===== config.mk =====
export PLATFORM = sky130hd
export DESIGN_NAME = zuart_tx_arbiter_flat
export DESIGN_NICKNAME = d
export VERILOG_FILES = /design/src/rtl/zuart_pkg.sv /design/src/rtl/zuart_tx_arbiter_if.sv /design/src/rtl/zuart_rr_pick.sv /design/src/rtl/zuart_tx_arbiter.sv /design/src/flat_wrapper.sv
export SDC_FILE = /design/constraint.sdc
export NUM_CORES = 1
export LEC_CHECK = 0
export BUFFER_PORTS_ARGS = -buffer_cell sky130_fd_sc_hd__clkbuf_2
export CORE_MARGIN = 2
export CORE_UTILIZATION = 30
export DETAILED_ROUTE_END_ITERATION = 8
export GPL_ROUTABILITY_DRIVEN = 0
export SLEW_MARGIN = 20
export SYNTH_ARGS = -nofsm -noshare
export SYNTH_HDL_FRONTEND = slang
export SYNTH_HIERARCHICAL = 1
export SYNTH_SLANG_ARGS = --single-unit

===== constraint.sdc =====
create_clock -name iClk -period 1.9 [get_ports iClk]
set_input_delay 0.19 -clock iClk [delete_from_list [all_inputs] [get_ports iClk]]
set_output_delay 0.19 -clock iClk [all_outputs]
set_load 0.02 [all_outputs]

===== src/rtl/zuart_pkg.sv =====
// Shared types and helpers for the zuart transmit arbiter slice.
package zuart_pkg;

    localparam int ZUART_BYTE_W = 8;

    typedef enum logic [1:0] {
        IDLE = 2'd0,
        SEND = 2'd1,
        GAP  = 2'd2
    } arbState_t;

    // Width of a requester index; never below one bit.
    function automatic int zuartIdw(input int nReq);
        return (nReq > 1) ? $clog2(nReq) : 1;
    endfunction

endpackage


===== src/rtl/zuart_tx_arbiter_if.sv =====
// Requester and transmitter handshake bundle for zuart_tx_arbiter.
interface zuart_tx_arbiter_if
    import zuart_pkg::*;
#(
    parameter int N_REQ = 4
);
    logic [N_REQ-1:0]              iReq;
    logic [ZUART_BYTE_W*N_REQ-1:0] iReqData;
    logic [N_REQ-1:0]              oAck;
    logic [ZUART_BYTE_W-1:0]       oTxData;
    logic                          oTxEn;
    logic                          iTxDone;

    // master is the arbiter; slave is the requesters plus transmitter
    modport master (input iReq, iReqData, iTxDone, output oAck, oTxData, oTxEn);
    modport slave  (output iReq, iReqData, iTxDone, input oAck, oTxData, oTxEn);
endinterface


===== src/rtl/zuart_rr_pick.sv =====
// Combinational round-robin search: first set request after index `last`, wrapping.
module zuart_rr_pick
    import zuart_pkg::*;
#(
    parameter  int N_REQ = 4,
    localparam int IDW   = zuartIdw(N_REQ)
) (
    input  logic [N_REQ-1:0] req,
    input  logic [IDW-1:0]   last,
    output logic             valid,
    output logic [IDW-1:0]   idx
);

    logic [IDW-1:0] cand;

    always_comb begin
        // NOTE: every output gets a default before the loop, so no path can infer a latch.
        valid = 1'b0;
        idx   = '0;
        cand  = '0;
        for (int k = 1; k <= N_REQ; k++) begin
            cand = IDW'((int'(last) + k) % N_REQ);
            if (!valid && req[cand]) begin
                valid = 1'b1;
                idx   = cand;
            end
        end
    end

endmodule


===== src/rtl/zuart_tx_arbiter.sv =====
// Round-robin arbiter sharing one UART byte transmitter among N_REQ sources.
// Optional watchdog on a stuck transmitter: define ZUART_ARB_TIMEOUT_EN.
module zuart_tx_arbiter
    import zuart_pkg::*;
#(
    parameter  int N_REQ          = 4,
    parameter  int TIMEOUT_CYCLES = 1024,
    localparam int IDW            = zuartIdw(N_REQ)
) (
    input  logic               iClk,
    input  logic               iRst_N,
    zuart_tx_arbiter_if.master bus,
    output logic               oBusy,
    output logic [IDW-1:0]     oGrantId,
    output logic               oErr
);

    if (N_REQ < 2 || N_REQ > 16 || TIMEOUT_CYCLES < 2 || TIMEOUT_CYCLES > 65536) begin : gBadParam
        $error("zuart_tx_arbiter: N_REQ must be 2..16 and TIMEOUT_CYCLES 2..65536");
    end

    arbState_t               state, stateNext;
    logic [IDW-1:0]          last, lastNext, grantNext, pickIdx;
    logic                    pickValid;
    logic [N_REQ-1:0]        ackNext;
    logic [ZUART_BYTE_W-1:0] txDataNext;
    logic                    txEnNext;
    logic [ZUART_BYTE_W-1:0] reqBytes [N_REQ];

`ifdef ZUART_ARB_TIMEOUT_EN
    logic [15:0] cnt, cntNext;
    logic        errNext;
`endif

    for (genvar g = 0; g < N_REQ; g++) begin : gBytes
        assign reqBytes[g] = bus.iReqData[ZUART_BYTE_W*g +: ZUART_BYTE_W];
    end

    zuart_rr_pick #(.N_REQ(N_REQ)) uPick (
        .req   (bus.iReq),
        .last  (last),
        .valid (pickValid),
        .idx   (pickIdx)
    );

    always_comb begin
        stateNext  = state;
        lastNext   = last;
        grantNext  = oGrantId;
        ackNext    = '0;
        txDataNext = bus.oTxData;
        txEnNext   = bus.oTxEn;
`ifdef ZUART_ARB_TIMEOUT_EN
        cntNext    = cnt;
        errNext    = 1'b0;
`endif
        case (state)
            IDLE: begin
                if (pickValid) begin
                    stateNext        = SEND;
                    lastNext         = pickIdx;
                    grantNext        = pickIdx;
                    ackNext[pickIdx] = 1'b1;
                    txDataNext       = reqBytes[pickIdx];
                    txEnNext         = 1'b1;
`ifdef ZUART_ARB_TIMEOUT_EN
                    cntNext          = '0;
`endif
                end
            end
            SEND: begin
                // A done pulse beats a simultaneous watchdog expiry.
                if (bus.iTxDone) begin
                    txEnNext  = 1'b0;
                    stateNext = GAP;
                end
`ifdef ZUART_ARB_TIMEOUT_EN
                else if (cnt == 16'(TIMEOUT_CYCLES - 1)) begin
                    txEnNext  = 1'b0;
                    errNext   = 1'b1;
                    stateNext = GAP;
                end else begin
                    cntNext = cnt + 16'd1;
                end
`endif
            end
            GAP:     stateNext = IDLE;
            default: stateNext = IDLE;
        endcase
    end

    always_ff @(posedge iClk or negedge iRst_N) begin
        if (!iRst_N) begin
            state       <= IDLE;
            last        <= IDW'(N_REQ - 1);
            oGrantId    <= '0;
            bus.oAck    <= '0;
            bus.oTxData <= '0;
            bus.oTxEn   <= 1'b0;
`ifdef ZUART_ARB_TIMEOUT_EN
            cnt         <= '0;
            oErr        <= 1'b0;
`endif
        end else begin
            // NOTE: non-blocking assignments so every register updates from pre-edge values.
            state       <= stateNext;
            last        <= lastNext;
            oGrantId    <= grantNext;
            bus.oAck    <= ackNext;
            bus.oTxData <= txDataNext;
            bus.oTxEn   <= txEnNext;
`ifdef ZUART_ARB_TIMEOUT_EN
            cnt         <= cntNext;
            oErr        <= errNext;
`endif
        end
    end

`ifndef ZUART_ARB_TIMEOUT_EN
    assign oErr = 1'b0;
`endif

    assign oBusy = (state != IDLE);

endmodule

===== src/flat_wrapper.sv =====
// flat-port wrapper written by rule: the top's interface ports become plain ports
module zuart_tx_arbiter_flat import zuart_pkg::*;
#(
    parameter  int N_REQ          = 4,
    parameter  int TIMEOUT_CYCLES = 1024,
    localparam int IDW            = zuartIdw(N_REQ)
)
  (iClk, iRst_N, oBusy, oGrantId, oErr, bus_iReq, bus_iReqData, bus_iTxDone, bus_oAck, bus_oTxData, bus_oTxEn);
  zuart_tx_arbiter_if #(.N_REQ(N_REQ)) bus_i ();
  input  logic iClk;
  input  logic iRst_N;
  output logic oBusy;
  output logic [IDW-1:0] oGrantId;
  output logic oErr;
  input wire logic [$bits(bus_i.iReq)-1:0] bus_iReq;
  input wire logic [$bits(bus_i.iReqData)-1:0] bus_iReqData;
  input wire logic [$bits(bus_i.iTxDone)-1:0] bus_iTxDone;
  output wire logic [$bits(bus_i.oAck)-1:0] bus_oAck;
  output wire logic [$bits(bus_i.oTxData)-1:0] bus_oTxData;
  output wire logic [$bits(bus_i.oTxEn)-1:0] bus_oTxEn;
  assign bus_i.iReq = bus_iReq;
  assign bus_i.iReqData = bus_iReqData;
  assign bus_i.iTxDone = bus_iTxDone;
  assign bus_oAck = bus_i.oAck;
  assign bus_oTxData = bus_i.oTxData;
  assign bus_oTxEn = bus_i.oTxEn;
  zuart_tx_arbiter #(.N_REQ(N_REQ), .TIMEOUT_CYCLES(TIMEOUT_CYCLES)) u_core (.iClk(iClk), .iRst_N(iRst_N), .bus(bus_i), .oBusy(oBusy), .oGrantId(oGrantId), .oErr(oErr));
endmodule

==> impl_metrics.ini <==
[outcome]
run_status = complete, but fails checks
violations = negative setup slack

[worst_setup_path]
crit_type = register to register
path_cells = nand2b_4 > a21oi_2 > o221ai_2 > buf_6 > mux4_2 > mux2_4
worstPathMaxFanout = 4
cpPeakStageDelay_ns = 0.58
worstPathRequired_ns = 2.09
critical_path.slowest_cell = dfstp_2
cp-start-kind = register
rr_startpoint = u_core/last[1]$_DFFE_PN1P_
rr_endpoint = u_core/bus.oTxData[3]$_DFFE_PN0P_
arrival_ns = 2.23
rr_worst_depth = 6
ff2ff_setup_slack_ns = -0.14
crit_path_end_kind = register

[clock_network]
cts_root_buf = clkbuf_4
cts_max_level = 1
path_clk_slew_ns = 0.11
cts_buffers = 3
cts_sinks = 19
cts.path.max_buffers = 2
cts_tree = yes
insertion_delay_ns = 0.30

[sta]
setup_viol = 8
fin_crit_sh_pct = 107
worst_pin_slew_ns = 0.814
skew_ns = 0.00623
fin_ws_ns = -0.139
hold_viol = 0
period_needed_ns = 2.04
rsz0062_at_grt = yes
slew-limit-headroom_pct = 45.5
finalMaxSlewViolations = 0
fmax_ghz = 0.490

[worst_hold_path]
hp-class = input pin to register
hold_path_end = u_core/state[0]$_DFFE_PN0P_
holdPathStages = 2
hp-start = bus_iTxDone

[placement]
place_area_sq_um = 1360
numPortBuffers = 54
dp_hpwl_microns = 1770

[die]
dieArea_sq_um = 3910
core-area_sq_um = 3310
rows = 21
die_h_microns = 62.6
die_x_microns = 62.6
start_util_pct = 31.1
boundaryPins = 56

[route]
ant_nets = 0
vias_per_cell = 4.52
drcViolationCount = 0
wl_microns = 2310
first_iter_violations = 30
wl_per_cell_microns = 13.1
drt_pass1_iterations = 4
via_count = 796

[cells_and_area]
drive_above_1_share_pct = 70.0
design_area_sq_um = 1410
final_common_cell = clkbuf_2
num_antenna_cells = 0
area_delta_synth_final_pct = 37.5
final_util_pct = 42.7
finalNetCount = 170
layout_common_cells = clkbuf_2 (54), dfrtp_1 (17), mux2_2 (9)

[synthesis]
synth-async-reset-ratio_pct = 100
syn_inst = 71
ys.flop_type = dfrtp_1
synth_top_area_share_pct = 41.4
syn-cell-area_sq_um = 1030
synthTopCellsByArea = dfrtp_1 (41%), mux2_2 (13%), mux4_1 (10%)
synth_seq_cells = 19
synthDistinctLibCells = 29
ys_seq_area_share_pct = 46.5
synth-edff-count = 0
syn_area_per_cell_sq_um = 14.5
yosysTopAreaCell = dfrtp_1
ys_warn_count = 6
synth_fp_nets = 110

[global_routing]
grt_pass1_wl_microns = 4000
grt_pass1_vias = 854
antenna_found_initial = 0
globalRoute.totalOverflow = 0
track_usage_pct = 13.2
grt_max_degree = 20

[power]
power_leakage_nw = 0.698
powerDensity_nw_per_um2 = 1380
vdd_drop_max_mv = 0.600

[flow_run]
drv_cap = 0
[per-layer routing]
metal  routed length, microns  up-vias  track usage [%]  share of wire, %
li1                         -      380                -                 -
met1                      912      384             15.0                39
met2                     1250       30             23.9                54
met3                      136        2             2.70               5.9
met4                       15        0             5.83              0.65
met5                        0        -                0                 0
[power by group]
| group | switching, W | leakage (nW) | internal [W] |
|---|---|---|---|
| registers | 0.0000995 | 0.227 | 0.000584 |
| logic | 0.000496 | 0.453 | 0.000561 |
| clock network | 0.000126 | 0.0177 | 0.0000783 |
[logic make-up (layout without fill, tap and decap cells)]
logic type | count (synthesis) | count (layout) | synth area share (%)
compound gates | 7 | 7 | 5.11
buf+inv | 7 | 66 | 4.74
flops | 19 | 19 | 46.5
mux | 21 | 21 | 33.1
other cells | 1 | 1 | 0.365
simple gates | 16 | 16 | 10.2
[layout make-up]
cell class	count	area (sq um)
clock inverters	1	5.00
multi-input cells	45	505
repair buffers	60	338
fillers	330	1900
inverters	2	7.51
flip-flops and latches	19	478
clock buffers	3	22.5
well taps	46	57.6
[synth_stat cells (2+ instances only)]
cell type	n
nor3b_1	2
nor2_1	3
mux4_2	4
nand2b_1	3
a21oi_1	2
clkbuf_1	2
mux2_2	12
inv_1	2
dfstp_2	2
dfrtp_1	17
mux4_1	4
[flip-flops by register name, summed over array words and instances (netlist names)]
name                count
u_core/bus.oTxData      8
u_core/bus.oAck         4
u_core/oGrantId         2
u_core/state            2
u_core/last             2
u_core/bus.oTxEn        1
[per-stage QoR]
stage	TNS, ns	total power, W	setup slack, ns	hold WS (ns)	instances
after floorplan	-0.576	0.00137	-0.110	-0.106	71
after global placement	-1.04	0.00165	-0.134	0.165	170
after detailed placement	-1.33	0.00167	-0.204	0.174	170
after CTS	-1.18	0.00196	-0.163	0.0590	176
after global routing	-1.58	0.00208	-0.207	0.0888	176
final	-0.911	0.00195	-0.139	0.0753	176
[how the worst max path moves through the flow]
stage,cells after the start,from,endpoint,slack [ns]
final,6,u_core/last[1]$_DFFE_PN1P_,u_core/bus.oTxData[3]$_DFFE_PN0P_,-0.14
after global placement,6,u_core/last[1]$_DFFE_PN1P_,u_core/bus.oTxData[5]$_DFFE_PN0P_,-0.13
after detailed placement,6,u_core/last[1]$_DFFE_PN1P_,u_core/bus.oTxData[3]$_DFFE_PN0P_,-0.20
after global routing,6,u_core/last[1]$_DFFE_PN1P_,u_core/bus.oTxData[3]$_DFFE_PN0P_,-0.21
after floorplan,7,u_core/last[1]$_DFFE_PN1P_,u_core/bus.oTxData[0]$_DFFE_PN0P_,-0.11
after CTS,6,u_core/last[1]$_DFFE_PN1P_,u_core/bus.oTxData[3]$_DFFE_PN0P_,-0.16
[worst max-delay path: cells and delay by family, from the launching register on]
| family | cells | cell delay (ns) |
|---|---|---|
| AOI/OAI and AO/OA | 2 | 0.28 |
| buffers and inverters | 1 | 0.17 |
| DFF | 1 | 0.58 |
| muxes | 2 | 0.78 |
| and+or+nand+nor | 1 | 0.13 |
[timing repair]
action | CTS | global route
hold endpoints to repair | 17 | 0
hold buffers | 1 | 0
setup buffers | 1 | 0
setup endpoints to repair | 8 | 8
pin swaps | 2 | 1
gates cloned | 0 | 0
resized for setup | 8 | 2
Note: power is estimated with default switching activity, not from simulation.
